--- config.mk ---
export PLATFORM = sky130hd
export DESIGN_NAME = id_stage
export DESIGN_NICKNAME = d
export VERILOG_FILES = /design/src/rtl/id_stage.sv
export SDC_FILE = /design/constraint.sdc
export NUM_CORES = 1
export LEC_CHECK = 0
export CAP_MARGIN = 25
export CORE_ASPECT_RATIO = 2
export CORE_MARGIN = 2
export CORE_UTILIZATION = 35
export CTS_BUF_LIST = sky130_fd_sc_hd__clkbuf_2 sky130_fd_sc_hd__clkbuf_4 sky130_fd_sc_hd__clkbuf_8
export CTS_CLUSTER_DIAMETER = 30
export CTS_CLUSTER_SIZE = 16
export DETAILED_ROUTE_END_ITERATION = 10
export GPL_ROUTABILITY_DRIVEN = 0
export PLACE_DENSITY = 0.67
export SLEW_MARGIN = 10
export SYNTH_ARGS = -nofsm -noshare
export SYNTH_HDL_FRONTEND = slang
export SYNTH_SLANG_ARGS = --single-unit
export TNS_END_PERCENT = 10
--- constraint.sdc ---
create_clock -name clk -period 6.2 [get_ports clk]
set_clock_uncertainty 0.05 [all_clocks]
set_input_delay 1.24 -clock clk [delete_from_list [all_inputs] [get_ports clk]]
set_output_delay 1.24 -clock clk [all_outputs]
set_load 0.1 [all_outputs]
--- src/rtl/id_stage.sv ---
// Decode-stage front end: holds one fetched instruction, reads operands, resolves
// LoongArch32 branches and hands decoded instructions to execute.
module id_stage (
  input  logic         clk,
  input  logic         resetn,
  input  logic         fs_to_ds_valid,
  input  logic [63:0]  fs_to_ds_bus,
  output logic         ds_allowin,
  output logic [33:0]  br_bus,
  output logic [4:0]   rf_raddr1,
  output logic [4:0]   rf_raddr2,
  input  logic [31:0]  rf_rdata1,
  input  logic [31:0]  rf_rdata2,
  input  logic         rf_hazard,
  input  logic         es_allowin,
  output logic         ds_to_es_valid,
  output logic [127:0] ds_to_es_bus
);

  localparam logic [5:0] OP_JIRL = 6'h13;
  localparam logic [5:0] OP_B    = 6'h14;
  localparam logic [5:0] OP_BL   = 6'h15;
  localparam logic [5:0] OP_BEQ  = 6'h16;
  localparam logic [5:0] OP_BNE  = 6'h17;
  localparam logic [5:0] OP_BLT  = 6'h18;
  localparam logic [5:0] OP_BGE  = 6'h19;
  localparam logic [5:0] OP_BLTU = 6'h1a;
  localparam logic [5:0] OP_BGEU = 6'h1b;

  logic        ds_valid_q, ds_valid_d;
  logic [31:0] ds_pc_q, ds_pc_d;
  logic [31:0] ds_inst_q, ds_inst_d;

  logic [5:0]  op;
  logic        is_jirl, is_b_bl, is_br_reg, is_branch, uses_rj;
  logic [31:0] off16, off26;
  logic [31:0] rj_value, rkd_value;
  logic        rj_eq, rj_lt_s, rj_lt_u;
  logic        cond_true;
  logic [31:0] target;
  logic        ds_ready_go;
  logic        br_taken, br_stall;
  logic [31:0] br_target;

  assign op        = ds_inst_q[31:26];
  assign is_jirl   = (op == OP_JIRL);
  assign is_b_bl   = (op == OP_B) || (op == OP_BL);
  assign is_br_reg = (op >= OP_BEQ) && (op <= OP_BGEU);
  assign is_branch = is_jirl | is_b_bl | is_br_reg;
  assign uses_rj   = is_jirl | is_br_reg;

  // Conditional branches compare rj against rd, so port 2 reads rd for them.
  assign rf_raddr1 = ds_inst_q[9:5];
  assign rf_raddr2 = is_br_reg ? ds_inst_q[4:0] : ds_inst_q[14:10];
  assign rj_value  = rf_rdata1;
  assign rkd_value = rf_rdata2;

  assign off16 = {{14{ds_inst_q[25]}}, ds_inst_q[25:10], 2'b00};
  assign off26 = {{4{ds_inst_q[9]}}, ds_inst_q[9:0], ds_inst_q[25:10], 2'b00};

  assign rj_eq   = (rj_value == rkd_value);
  assign rj_lt_s = ($signed(rj_value) < $signed(rkd_value));
  assign rj_lt_u = (rj_value < rkd_value);

  always_comb begin
    cond_true = 1'b0;
    case (op)
      OP_JIRL, OP_B, OP_BL: cond_true = 1'b1;
      OP_BEQ:               cond_true = rj_eq;
      OP_BNE:               cond_true = ~rj_eq;
      OP_BLT:               cond_true = rj_lt_s;
      OP_BGE:               cond_true = ~rj_lt_s;
      OP_BLTU:              cond_true = rj_lt_u;
      OP_BGEU:              cond_true = ~rj_lt_u;
      default:              cond_true = 1'b0;
    endcase
  end

  always_comb begin
    target = ds_pc_q + off16;
    if (is_b_bl)
      target = ds_pc_q + off26;
    else if (is_jirl)
      target = rj_value + off16;
  end

  // b/bl read no registers, so only they may proceed under a pending hazard.
  assign ds_ready_go    = ~(rf_hazard & (uses_rj | ~is_b_bl));
  assign ds_allowin     = ~ds_valid_q | (ds_ready_go & es_allowin);
  assign ds_to_es_valid = ds_valid_q & ds_ready_go;

  assign br_taken  = ds_valid_q & is_branch & cond_true & ds_ready_go & es_allowin;
  assign br_stall  = ds_valid_q & is_branch & ~ds_ready_go;
  assign br_target = ds_valid_q ? target : 32'h0;
  assign br_bus    = {br_stall, br_taken, br_target};

  assign ds_to_es_bus = {ds_pc_q, ds_inst_q, rj_value, rkd_value};

  // A taken branch leaving this edge squashes the fall-through crossing with it.
  always_comb begin
    ds_valid_d = ds_valid_q;
    ds_pc_d    = ds_pc_q;
    ds_inst_d  = ds_inst_q;
    if (ds_allowin) begin
      ds_valid_d = fs_to_ds_valid & ~br_taken;
      if (fs_to_ds_valid) begin
        ds_pc_d   = fs_to_ds_bus[63:32];
        ds_inst_d = fs_to_ds_bus[31:0];
      end
    end
  end

  always_ff @(posedge clk or negedge resetn) begin
    if (!resetn) begin
      ds_valid_q <= 1'b0;
      ds_pc_q    <= 32'h0;
      ds_inst_q  <= 32'h0;
    end else begin
      ds_valid_q <= ds_valid_d;
      ds_pc_q    <= ds_pc_d;
      ds_inst_q  <= ds_inst_d;
    end
  end

endmodule

==> metrics.cfg, run 1 <==
[setup_path]
reg2reg_to=ds_inst_q[14]$_DFFE_PN0P_
crit_required_ns=4.91
ff2ff_setup_slack_ns=3.48
crit_arrival_ns=4.69
critical_path_class=flop to output port
r2r-start=ds_inst_q[31]$_DFFE_PN0P_
start_kind=flop
reg2reg_depth=7
crit_fanout=31
end_kind=output port

[flow_run]
maxCapViolCount=0

[global_route]
grt_pass1_wl_um=42700
grt_usage_pct=24.8
grt_antenna_before_repair=0
grt_max_degree=66
grt_overflow=0
grt_pass1_vias=7533

[yosys]
yosys_warnings=0
avgSynthCellArea_um2=8.76
ys_seq_area_share_pct=21.1
synth_edf_count=0
synth-seq-cells=65
ys.flop_type=dfrtp_1
yosys-top-cells-area=dfrtp_1, ha_1, mux2_1, buf_4, mux2_2
synth_nets=1104
yosysMostFrequentCell=ha_1
postSynthCellCount=879
synth.distinct_cells=73
async_reset_ff_share_pct=100
synth_commonest_cells=ha_1, a21oi_1, buf_4, dfrtp_1, mux2_1
netlist.area_leader.share_pct=21.1
synthesis.area_mm2=0.00770
yosys.area.top_type=dfrtp_1

[clocking]
cts_hold_buf=0
h-tree-depth=3
clk_latency_ns=0.38
cts_tree=yes
numCtsBuffers=9
clock_path_buffers=2
cts.sinks=65
root_buffer=clkbuf_8
clkTransAtPathRegs_ns=0.08

[timing]
final_hold_viol_count=0
period_share_pct=96.5
slew_viol_final=0
slew_headroom_pct=29.3
final.min_clock_period_ns=5.98
setup_viol=0
worst_pin_slew_ns=1.06
max_freq_mhz=167
rsz0062_at_grt=false

[route]
drt-total-wl_um=29100
drcViolationCount=0
via_count=7506
via_per_inst=5.40
drtIter0Drc=269
ant_nets=0
drt_pre_antenna_iters=4
routedWlPerCell_um=20.9

[min_path]
hold_path.class=flop to flop
min_to=ds_inst_q[31]$_DFFE_PN0P_
hold_depth=1
holdCritStartpoint=ds_inst_q[31]$_DFFE_PN0P_

[floorplan]
die_h_um=214
rows=76
core_mm2=0.0216
start_util_pct=35.7
die_area_mm2=0.0233
io_pins=307
die_x_um=109

[final_layout]
area_growth_pct=43.9
fillers=2034
nNetsFinal=1337
postLayoutCellArea_mm2=0.0111
drive_gt1_share_pct=11.3

[placement]
placed_area_mm2=0.0108
port-buffer-count=306
hpwl_um=23800

[outcome]
status=complete, no violations

## state kept, by name, indices dropped and copies added, names as in the netlist
name	flops
ds_inst_q	32
ds_pc_q	32
ds_valid_q	1
## worst max-delay path: stages (launching register included)
cell,delay (ns)
dfrtp_1,0.39
nand2b_1,0.24
or4_4,0.51
buf_12,0.21
mux2_2,0.29
ha_1,0.21
fa_1,0.46
a211oi_1,0.28
o21bai_1,0.16
a21oi_1,0.25
o311ai_1,0.24
a21oi_1,0.25
o21ai_1,0.12
xnor2_1,0.27
o32ai_1,0.20
buf_12,0.22
## cell families after synthesis
| family | after synthesis | share of synthesized area (%) |
|---|---|---|
| AND/OR/NAND/NOR | 208 | 13.3 |
| buffers and inverters | 137 | 10.3 |
| AO/OA/AOI/OAI | 235 | 20.7 |
| flip-flops | 65 | 21.1 |
| adder cells (fa/ha/maj) | 92 | 15.1 |
| XOR/XNOR | 37 | 4.21 |
| multiplexers | 105 | 15.3 |
## worst max path at each step
stage / startpoint / to / cells past startpoint / slack [ns]
after global routing: ds_inst_q[31]$_DFFE_PN0P_ / br_bus[28] / 15 / 0.02
after global placement: rf_rdata1[2] / br_bus[20] / 13 / 0.28
final: ds_inst_q[31]$_DFFE_PN0P_ / br_bus[28] / 15 / 0.22
after floorplan: ds_inst_q[27]$_DFFE_PN0P_ / br_bus[23] / 15 / -0.55
after CTS: ds_inst_q[31]$_DFFE_PN0P_ / br_bus[20] / 15 / 0.05
after detailed placement: rf_rdata1[2] / br_bus[20] / 13 / 0.29
## final cells by class
cell class | instances | area, um2 | share of cell area [%]
Timing Repair Buffer | 315 | 3400 | 30.7
Inverter | 44 | 165 | 1.49
Multi-Input combinational cell | 677 | 5330 | 48.1
Clock inverter | 7 | 95.1 | 0.858
Clock buffer | 9 | 124 | 1.12
Antenna cell | 1 | 2.50 | 0.0226
Sequential cell | 65 | 1630 | 14.7
Tap cell | 273 | 342 | 3.08
## routing by layer
| metal | track usage (%) | part of all wire [%] | vias to the layer above |
|---|---|---|---|
| li1 | - | - | 3635 |
| met1 | 24.5 | 34 | 3584 |
| met2 | 47.7 | 57 | 227 |
| met3 | 4.10 | 4.1 | 60 |
| met4 | 13.4 | 5.0 | 0 |
| met5 | 0 | 0 | - |
## through the flow
stage	cells	hold slack, ns	setup WS [ns]	setup TNS (ns)	utilization (%)
after floorplan	879	0.756	-0.554	-4.17	-
after global placement	1373	0.444	0.284	0	50.1
after detailed placement	1373	0.450	0.291	0	50.1
after CTS	1389	0.473	0.0500	0	51.1
after global routing	1390	0.508	0.0184	0	51.3
final	1391	0.474	0.217	0	51.3
## cell usage in the layout, fill, tap and decap left out, types with 12 or more instances in the layout
| cell type | count |
|---|---|
| clkdlybuf4s50_1 | 274 |
| mux2_2 | 41 |
| mux2_1 | 59 |
| o21ai_0 | 29 |
| nand2_1 | 52 |
| a21oi_1 | 72 |
| buf_4 | 14 |
| dfrtp_1 | 64 |
| a21o_1 | 33 |
| nand3_1 | 16 |
| xnor2_1 | 18 |
| xor2_1 | 19 |
| a211oi_1 | 12 |
| buf_12 | 26 |
| ha_1 | 90 |
| o21a_1 | 16 |
| inv_1 | 44 |
| nor2_1 | 54 |
| nor3_1 | 17 |
## repair_timing
| action | in CTS | in global routing |
|---|---|---|
| setup endpoints to repair | 0 | 8 |
| resized for setup | 0 | 3 |
| setup buffers | 0 | 0 |
Power of run 1 is left out: the tool's default activity adds up to more than one toggle a clock period on the data nets, which glitch-free logic cannot reach.
==> run 2: changes to the inputs <==
--- a/config.mk
+++ b/config.mk
@@ -7,11 +7,10 @@
 export LEC_CHECK = 0
 export CAP_MARGIN = 25
 export CORE_ASPECT_RATIO = 2
-export CORE_MARGIN = 2
 export CORE_UTILIZATION = 35
 export CTS_BUF_LIST = sky130_fd_sc_hd__clkbuf_2 sky130_fd_sc_hd__clkbuf_4 sky130_fd_sc_hd__clkbuf_8
 export CTS_CLUSTER_DIAMETER = 30
-export CTS_CLUSTER_SIZE = 16
+export CTS_CLUSTER_SIZE = 28
 export DETAILED_ROUTE_END_ITERATION = 10
 export GPL_ROUTABILITY_DRIVEN = 0
 export PLACE_DENSITY = 0.67
==> run 2 against run 1 <==
Net effect: register-to-register slack worse by 0.20 ns; final cell count about the same; flip-flop and latch count unchanged; global-route usage rose by 0.16 points; wire length down 2.5%; via count shrank 0.44%; first-iteration DRC count grew 14%; worst setup slack better by 0.048 ns; cell area decreased by 0.43%; fmax grew 0.81%; sequential share of layout area rose by 0.063 points; largest cell class unchanged.
==> metrics.cfg, run 2 (synthesis gave the netlist of run 1 again) <==
[clocking]
cts.sinks=65  ; unchanged
clk_latency_ns=0.38  ; about the same
root_buffer=clkbuf_8
clkTransAtPathRegs_ns=0.08  ; about the same
clock_path_buffers=2  ; unchanged
cts_tree=yes
cts_hold_buf=0  ; unchanged
cts_setup_buffers=0  ; unchanged
numCtsBuffers=9  ; unchanged
h-tree-depth=3  ; unchanged

[timing]
rsz0062_at_grt=false
final_hold_viol_count=0  ; unchanged
hold_ws_ns=0.479  ; +0.00519 ns
setup_viol=0  ; unchanged
worst_pin_slew_ns=1.06  ; +0.00115 ns
final.min_clock_period_ns=5.94  ; -0.0478 ns
period_share_pct=95.7  ; -0.77 points
slew_viol_final=0  ; unchanged
max_freq_mhz=168  ; +0.81%
slew_headroom_pct=29.2  ; -0.077 points

[placement]
place_inst=1374  ; +0.073%
placed_area_mm2=0.0108  ; -0.16%
hpwl_um=23300  ; -2.0%
port-buffer-count=306  ; unchanged

[final_layout]
stdcell_count=1390  ; -0.072%
antennaDiodeCount=0  ; -1
mostFrequentLayoutCells=clkdlybuf4s50_1, ha_1, a21oi_1
final_common_cell=clkdlybuf4s50_1
seq_area_mm2=0.00163  ; unchanged
drive_gt1_share_pct=11.3  ; unchanged
fillers=2020  ; -0.69%
multi_input_area_mm2=0.00533  ; unchanged
top_regs=ds_inst_q: 32 flops, ds_pc_q: 32 flops, ds_valid_q: 1 flops
nNetsFinal=1337  ; unchanged
postLayoutCellArea_mm2=0.0110  ; -0.43%
area_growth_pct=43.2

[floorplan]
rows=76  ; unchanged
start_util_pct=35.7  ; unchanged
core_mm2=0.0216  ; unchanged
die_area_mm2=0.0226  ; -2.8%
die_x_um=107  ; -1.8%
die_h_um=212  ; -0.94%
io_pins=307  ; unchanged

[route]
via_per_inst=5.38  ; -0.37%
drt-total-wl_um=28400  ; -2.5%
ant_nets=0  ; unchanged
wl_met1_um=9820  ; -1.1%
met2WireLength_um=15600  ; -5.7%
routed.top_layer=met4
via_count=7473  ; -0.44%
routedWlPerCell_um=20.4  ; -2.5%
wl_met3_um=1060  ; -11%
drt_pre_antenna_iters=5  ; +1
drcViolationCount=0  ; unchanged
drtIter0Drc=306  ; +14%

[outcome]
status=complete, no violations

[global_route]
grt_antenna_before_repair=0  ; unchanged
grt_usage_pct=25.0  ; +0.16 points
grt_pass1_vias=7657  ; +1.6%
grt_max_degree=66  ; unchanged
grt_overflow=0  ; unchanged
grt_pass1_wl_um=42200  ; -1.0%

[setup_path]
end_kind=output port
start_kind=flop
critical_path_class=flop to output port
crit_arrival_ns=4.65  ; -0.04 ns
crit_fanout=31  ; unchanged
crit_required_ns=4.91  ; about the same

[min_path]
hold_path.class=flop to flop

[flow_run]
maxCapViolCount=0  ; unchanged

-- run 2: path summary, 6_finish.rpt --
kind / start / end / slack [ns] / depth (start not counted)
max: ds_inst_q[31]$_DFFE_PN0P_ / br_bus[31] / 0.26 / 14
min: ds_inst_q[31]$_DFFE_PN0P_ / ds_inst_q[31]$_DFFE_PN0P_ / 0.48 / 1
max reg2reg: ds_inst_q[31]$_DFFE_PN0P_ / ds_pc_q[27]$_DFFE_PN0P_ / 3.28 / 8
min reg2reg: ds_inst_q[31]$_DFFE_PN0P_ / ds_inst_q[31]$_DFFE_PN0P_ / 0.48 / 1
max in group asynchronous: resetn / ds_inst_q[27]$_DFFE_PN0P_ / 4.48 / 1
min in group asynchronous: resetn / ds_inst_q[8]$_DFFE_PN0P_ / 0.93 / 1
-- run 2: through the flow --
stage	setup slack [ns]	utilization, %	setup TNS (ns)
floorplan	-0.554	-	-4.17
global placement	0.285	50.0	0
detailed placement	0.263	50.0	0
CTS	0.0832	51.1	0
global route	0.0359	51.1	0
finish	0.265	51.1	0
-- run 2: cell type report --
class,count,share of cell area [%]
sequential,65,14.8
tap,273,3.10
clock buffer,9,1.12
inverter,44,1.50
clock inverter,7,0.862
multi-input combinational,677,48.3
timing repair buffer,315,30.4
-- run 2: timing repair --
action | 4_1_cts | 5_1_grt
endpoints found under the setup margin | 1 | 9
pin swaps | 0 | 1
gates resized for setup | 1 | 2
hold endpoints to repair | 0 | 0
-- run 2: worst max-delay path, cell delays in order, from the launching register on --
cell	delay, ns
dfrtp_1	0.39
nand2b_1	0.23
or4_4	0.50
buf_12	0.21
mux2_2	0.29
ha_1	0.34
a21o_1	0.20
a21oi_1	0.30
a211oi_2	0.14
a211oi_2	0.46
a21oi_2	0.15
a41o_1	0.28
a2111o_1	0.42
o211ai_2	0.11
buf_12	0.21
-- run 2: layer usage --
layer / GRT usage [%] / vias up
li1: - / 3621
met1: 24.6 / 3523
met2: 47.5 / 258
met3: 3.23 / 71
met4: 16.6 / 0
met5: 0 / -
Power of run 2 is left out for the same reason.
